### src/rtl/ball_speed_ctrl_pkg.sv
// Shared types and constants for the ball speed scheduler.
// Widths, divisor limits, level limit and the sequencer state enum.
package ball_speed_ctrl_pkg;

  localparam int DIV_W   = 22;
  localparam int LEVEL_W = 4;
  localparam int PROD_W  = 26;
  localparam int CNT_W   = 6;

  localparam logic [DIV_W-1:0] N_START = 22'd2_500_000;
  localparam logic [DIV_W-1:0] N_STEP  = 22'd200_000;
  localparam logic [DIV_W-1:0] N_MIN   = 22'd500_000;

  localparam logic [LEVEL_W-1:0] MAX_LEVEL = 4'd10;

  localparam int SERVE_TICKS = 40;

  typedef enum logic [1:0] {
    IDLE  = 2'd0,
    SERVE = 2'd1,
    RUN   = 2'd2
  } state_t;

  function automatic logic [DIV_W-1:0] clamp_min(
    input logic [DIV_W-1:0] v
  );
    return (v < N_MIN) ? N_MIN : v;
  endfunction

endpackage

### src/rtl/ball_speed_ctrl_div_target.sv
// Combinational level(+boost) to clamped divisor target.
// Ports: level in, boost in (BALL_SPEED_BOOST_EN only), n_tgt out.
module ball_div_target
  import ball_speed_ctrl_pkg::*;
(
  input  logic [LEVEL_W-1:0] level,
`ifdef BALL_SPEED_BOOST_EN
  input  logic               boost,
`endif
  output logic [DIV_W-1:0]   n_tgt
);

  logic [PROD_W-1:0] prod;
  logic [DIV_W-1:0]  diff;
  logic [DIV_W-1:0]  base;

  always_comb begin
    prod = PROD_W'(level) * PROD_W'(N_STEP);
    diff = '0;
    base = N_MIN;
    // prod below N_START means the low bits hold it exactly
    if (prod < PROD_W'(N_START)) begin
      diff = N_START - prod[DIV_W-1:0];
      base = clamp_min(diff);
    end
  end

`ifdef BALL_SPEED_BOOST_EN
  always_comb begin
    n_tgt = base;
    if (boost) n_tgt = clamp_min(base >> 1);
  end
`else
  assign n_tgt = base;
`endif

endmodule

### src/rtl/ball_speed_ctrl.sv
// Ball speed scheduler: level tracking, serve sequencing, safe N updates.
// Ports: clk_50MHz, rst_n, game_run, paddle_hit, point_scored, boost
// (BALL_SPEED_BOOST_EN only), ball_clk -> N, speed_level, ball_enable,
// serve_hold.
module ball_speed_ctrl
  import ball_speed_ctrl_pkg::*;
(
  input  logic               clk_50MHz,
  input  logic               rst_n,
  input  logic               game_run,
  input  logic               paddle_hit,
  input  logic               point_scored,
`ifdef BALL_SPEED_BOOST_EN
  input  logic               boost,
`endif
  input  logic               ball_clk,
  output logic [DIV_W-1:0]   N,
  output logic [LEVEL_W-1:0] speed_level,
  output logic               ball_enable,
  output logic               serve_hold
);

  state_t             state;
  state_t             state_nx;
  logic [CNT_W-1:0]   serve_cnt;
  logic [CNT_W-1:0]   serve_cnt_nx;
  logic [LEVEL_W-1:0] level_nx;
  logic               ball_clk_d;
  logic               toggle;
  logic               rise;
  logic [DIV_W-1:0]   n_tgt_c;
  logic [DIV_W-1:0]   n_tgt_q;

  assign toggle = ball_clk ^ ball_clk_d;
  assign rise   = ball_clk & ~ball_clk_d;

`ifdef BALL_SPEED_BOOST_EN
  logic boost_run;
  assign boost_run = boost & (state == RUN);

  ball_div_target u_tgt (
    .level (speed_level),
    .boost (boost_run),
    .n_tgt (n_tgt_c)
  );
`else
  ball_div_target u_tgt (
    .level (speed_level),
    .n_tgt (n_tgt_c)
  );
`endif

  always_comb begin
    state_nx     = state;
    serve_cnt_nx = serve_cnt;
    level_nx     = speed_level;
    if (!game_run) begin
      state_nx     = IDLE;
      serve_cnt_nx = '0;
      level_nx     = '0;
    end else begin
      unique case (state)
        IDLE: begin
          state_nx     = SERVE;
          serve_cnt_nx = '0;
          level_nx     = '0;
        end
        SERVE: begin
          if (rise) begin
            if (serve_cnt == CNT_W'(SERVE_TICKS - 1)) begin
              state_nx     = RUN;
              serve_cnt_nx = '0;
            end else begin
              serve_cnt_nx = serve_cnt + 1'b1;
            end
          end
        end
        RUN: begin
          // a point in the same cycle as a hit takes precedence
          priority case (1'b1)
            point_scored: begin
              level_nx     = '0;
              state_nx     = SERVE;
              serve_cnt_nx = '0;
            end
            paddle_hit && (speed_level < MAX_LEVEL): begin
              level_nx = speed_level + 1'b1;
            end
            default: ;
          endcase
        end
        default: begin
          state_nx     = IDLE;
          serve_cnt_nx = '0;
          level_nx     = '0;
        end
      endcase
    end
  end

  always_ff @(posedge clk_50MHz or negedge rst_n) begin
    if (!rst_n) begin
      state       <= IDLE;
      serve_cnt   <= '0;
      speed_level <= '0;
      ball_clk_d  <= 1'b0;
      ball_enable <= 1'b0;
      serve_hold  <= 1'b0;
    end else begin
      state       <= state_nx;
      serve_cnt   <= serve_cnt_nx;
      speed_level <= level_nx;
      ball_clk_d  <= ball_clk;
      ball_enable <= (state == RUN);
      serve_hold  <= (state == SERVE);
    end
  end

  // A larger N can never be overshot, so it loads at once. A smaller
  // N is held back until the divider restarts its count on a toggle.
  // Comparing the live target each cycle keeps only the latest one.
  always_ff @(posedge clk_50MHz or negedge rst_n) begin
    if (!rst_n) begin
      n_tgt_q <= N_START;
      N       <= N_START;
    end else begin
      n_tgt_q <= n_tgt_c;
      if (n_tgt_q > N) begin
        N <= n_tgt_q;
      end else if ((n_tgt_q < N) && toggle) begin
        N <= n_tgt_q;
      end
    end
  end

endmodule

### config.mk
export PLATFORM = sky130hd
export DESIGN_NAME = ball_speed_ctrl
export DESIGN_NICKNAME = d
export VERILOG_FILES = /design/src/rtl/ball_speed_ctrl_pkg.sv /design/src/rtl/ball_speed_ctrl_div_target.sv /design/src/rtl/ball_speed_ctrl.sv
export SDC_FILE = /design/constraint.sdc
export NUM_CORES = 1
export LEC_CHECK = 0
export BUFFER_PORTS_ARGS = -buffer_cell sky130_fd_sc_hd__buf_2
export CORE_ASPECT_RATIO = 0.7
export CORE_MARGIN = 4
export CORE_UTILIZATION = 54
export DETAILED_ROUTE_END_ITERATION = 16
export MAX_ROUTING_LAYER = met4
export PLACE_DENSITY = 0.8
export SYNTH_ARGS = -nofsm -noshare
export SYNTH_HDL_FRONTEND = slang
export SYNTH_SLANG_ARGS = --single-unit
### constraint.sdc
create_clock -name clk_50MHz -period 3.65 [get_ports clk_50MHz]
set_input_delay 0.73 -clock clk_50MHz [delete_from_list [all_inputs] [get_ports clk_50MHz]]
set_output_delay 0.73 -clock clk_50MHz [all_outputs]
set_load 0.01 [all_outputs]
==> summary.md <==
| Metric | Value |
|---|---|
| Final worst setup slack | `193 ps` |
| Final Max Slew Viols | `0` |
| Simple-Gate Fraction of Synth Area | `15.2%` |
| # port buffers | `27` |
| WL/cell | `15.0 um` |
| Crit end category | `register` |
| Sequential fraction of the synthesis area | `34.2%` |
| Filler cells | `502` |
| Average size of a mapped cell | `10.1 um2` |
| Largest family of logic cells by synthesized area | `compound AO/OA/AOI/OAI gates` |
| Pre-CTS WS | `33.7 ps` |
| Share of cells above drive strength 1 | `27.8%` |
| Vias in the first global route | `2591` |
| Maximum vdd drop | `0.368 mV` |
| Yosys warning count | `0` |
| Chip Height | `75.3 um` |
| IO Pins | `34` |
| Gate Count Post-Synth | `347` |
| Leak Pwr | `1.98 nW` |
| Design area | `3910 um2` |
| DRT antenna net count | `0` |
| Drt via density | `5.77` |
| Endpoints failing setup | `0` |
| Initial Util | `55.9%` |
| Post-synthesis adder-cell area fraction | `14.0%` |
| Max cap viols | `0` |
| Ys flop type | `dfrtp_1` |
| Startpoint Class | `register` |
| Fin util | `62.6%` |
| RSZ-0062 raised after global routing | `no` |
| CTS buffer count | `5` |
| Status | `finished, final reports clean` |
| Clock sink count | `47` |
| Gr ovfl total | `0` |
| Drt total wl | `7020 um` |
| Setup CP Type | `reg2reg` |
| RD Place Congestion | `0.945` |
| DR iter-0 viols | `147` |
| Post-DP HPWL | `5400 um` |
| Synth unique cells | `64` |
| Die width | `104 um` |
| Initial antenna violation count | `0` |
| Tcrit/Tclk final | `94.7%` |
| Req. time, crit path | `3840 ps` |
| Global-route wire length before repair | `12200 um` |
| Antenna diode count | `0` |
| Power density over the cells | `365 nW/um2` |
| Root Driver | `clkbuf_8` |
| Die footprint | `7830 um2` |
| Min-Delay Path Class | `reg2reg` |
| Synthesized area | `3490 um2` |
| Pin slew with the least headroom to its limit | `997 ps` |
| Critical path fanouts, max | `10` |
| Area Overhead vs Synth | `12.1%` |
| Synthesized flop and latch total | `47` |
| Nets@finish | `433` |
| Synth Area in XOR/XNOR | `7.24%` |
| Final Hold Violating Endpoints | `0` |
| Total number of vias | `2695` |
| Clk_skew | `8.58 ps` |
| WP data arrival | `3650 ps` |
| Drt pass-1 iters | `4` |
| EDFF count, synth | `0` |
| Pin count of the biggest net entering global routing | `48` |
| FP Rows | `24` |
| Setup_tns | `0 ps` |
| Clock-pin slew on the worst setup and hold paths | `80 ps` |
| Max Root-Sink Buffers | `2` |
| DR DRC count | `0` |
| Hold_ws | `458 ps` |
| H-tree depth | `2` |
| Clock latency at the later pin of the worst-skew pair | `300 ps` |
| Relative slew slack | `33.6%` |
| Tot GR Track Use | `19.6%` |
| Placed Area | `3750 um2` |
| Fmax | `0.289 GHz` |
| Crit path time final | `3460 ps` |
| CTS tree | `built` |
| Post-synthesis compound-gate area fraction | `17.9%` |
| Core area | `6250 um2` |
| Async SR Flop Fraction | `100%` |
| Share of synthesized area spent on multiplexers | `5.45%` |
[metrics by stage]
stage | total power [mW] | std cells
global placement | 1.10 | 456
detailed placement | 1.12 | 456
floorplan | 1.00 | 351
CTS | 1.45 | 464
global route | 1.52 | 467
finish | 1.43 | 467
[synth_stat cells (all sizes together), types with 2 or more instances]
cell type,number,area share [%]
conb,2,0.22
or3,2,0.36
dfstp,14,11
a221oi,2,0.50
xnor2,13,3.3
a311oi,3,1.1
nand2,19,2.1
nor2b,8,1.4
o41ai,2,1.0
a311o,2,0.57
o221ai,2,0.50
nand2b,4,0.72
ha,39,14
o2111ai,2,0.50
o21a,3,0.65
dfrtp,33,24
xor2,12,4.0
o21ai,9,1.4
nand3,8,1.1
a21oi,15,2.5
a31o,3,0.75
and4b,3,0.86
and4,3,0.75
and2,8,1.4
a31oi,4,0.72
nor2,24,2.8
o311a,2,0.57
mux2,16,5.2
a21o,11,2.4
clkbuf,3,0.36
nand3b,2,0.43
nand4,10,1.8
nor3,4,0.72
o211ai,3,0.65
a211oi,4,1.1
inv,29,3.1
buf,11,2.4
[final timing paths]
path / start / end / slack (ps) / cells after the start
max in group asynchronous: rst_n / state[1]$_DFFE_PN0P_ / 2440 / 1
min in group asynchronous: rst_n / N[6]$_DFFE_PN0P_ / 590 / 1
min reg2reg: state[0]$_DFFE_PN0P_ / ball_enable$_DFF_PN0_ / 460 / 1
max: speed_level[1]$_DFFE_PN0P_ / n_tgt_q[14]$_DFF_PN0_ / 190 / 14
max reg2reg: speed_level[1]$_DFFE_PN0P_ / n_tgt_q[14]$_DFF_PN0_ / 190 / 14
min: state[0]$_DFFE_PN0P_ / ball_enable$_DFF_PN0_ / 460 / 1
[state kept, by name, summed over array words and instances (netlist names)]
register / cells
state: 2
serve_cnt: 6
speed_level: 4
N: 16
n_tgt_q: 16
ball_clk_d: 1
serve_hold: 1
ball_enable: 1
[power by group]
| group | internal (mW) | switching, mW | leakage, nW |
|---|---|---|---|
| combinational | 0.255 | 0.279 | 1.33 |
| clock | 0.155 | 0.175 | 0.0474 |
| sequential | 0.551 | 0.0132 | 0.602 |
[timing repair]
item                                    4_1_cts  5_1_grt
endpoints found under the hold margin         0        0
hold buffers                                  0        0
gates resized for setup                       1        8
buffers inserted                              0        3
endpoints found under the setup margin        1       11
pin swaps                                     0        6
[layout make-up]
class | count | area, um2 | share of cell area [%]
well taps | 78 | 97.6 | 2.50
multi-input cells | 261 | 2150 | 55.0
repair buffers | 44 | 263 | 6.72
inverters | 29 | 109 | 2.78
flip-flops and latches | 47 | 1190 | 30.5
clock inverters | 2 | 16.3 | 0.416
clock buffers | 6 | 82.6 | 2.11
[critical path: stages, from the launching register on]
cell	delay [ps]
dfrtp_1	420
ha_1	230
xor2_1	160
ha_1	170
a21o_1	180
ha_4	330
a21o_1	200
a211oi_4	110
buf_4	150
a211oi_2	240
nor2_2	110
a311o_1	430
o41ai_4	330
a21oi_4	100
and3b_1	180
[routing by layer]
layer | GRT usage [%] | routed length, um
met2 | 32.8 | 3330
met1 | 25.5 | 3310
met3 | 3.43 | 348
met4 | 4.28 | 43
met5 | - | 0
[logic make-up (layout without fill, tap and decap cells)]
logic type,count (synthesis),after routing
buffers and inverters,43,81
AOI/OAI and AO/OA,76,76
muxes,17,17
and+or+nand+nor,98,98
DFF,47,47
adders and majority gates,39,39
xor gates and xnor gates,25,25
other,2,6
[cell usage in the layout, fill, tap and decap left out, types with 4 or more instances in the layout]
master and count:
ha_1 35, inv_1 29, a21o_1 11, nor2_1 21, mux2_2 16, nand2b_1 4
nand4_1 10, xor2_1 9, xnor2_1 13, and2_1 8, a21oi_1 14, nand3_1 8
buf_2 27, buf_4 17, conb_1 6, o21ai_0 5, nand2_1 18, dfstp_2 14
nor2b_1 8, clkbuf_8 6, dfrtp_1 33
No activity file was read; power rests on OpenSTA's default activity.
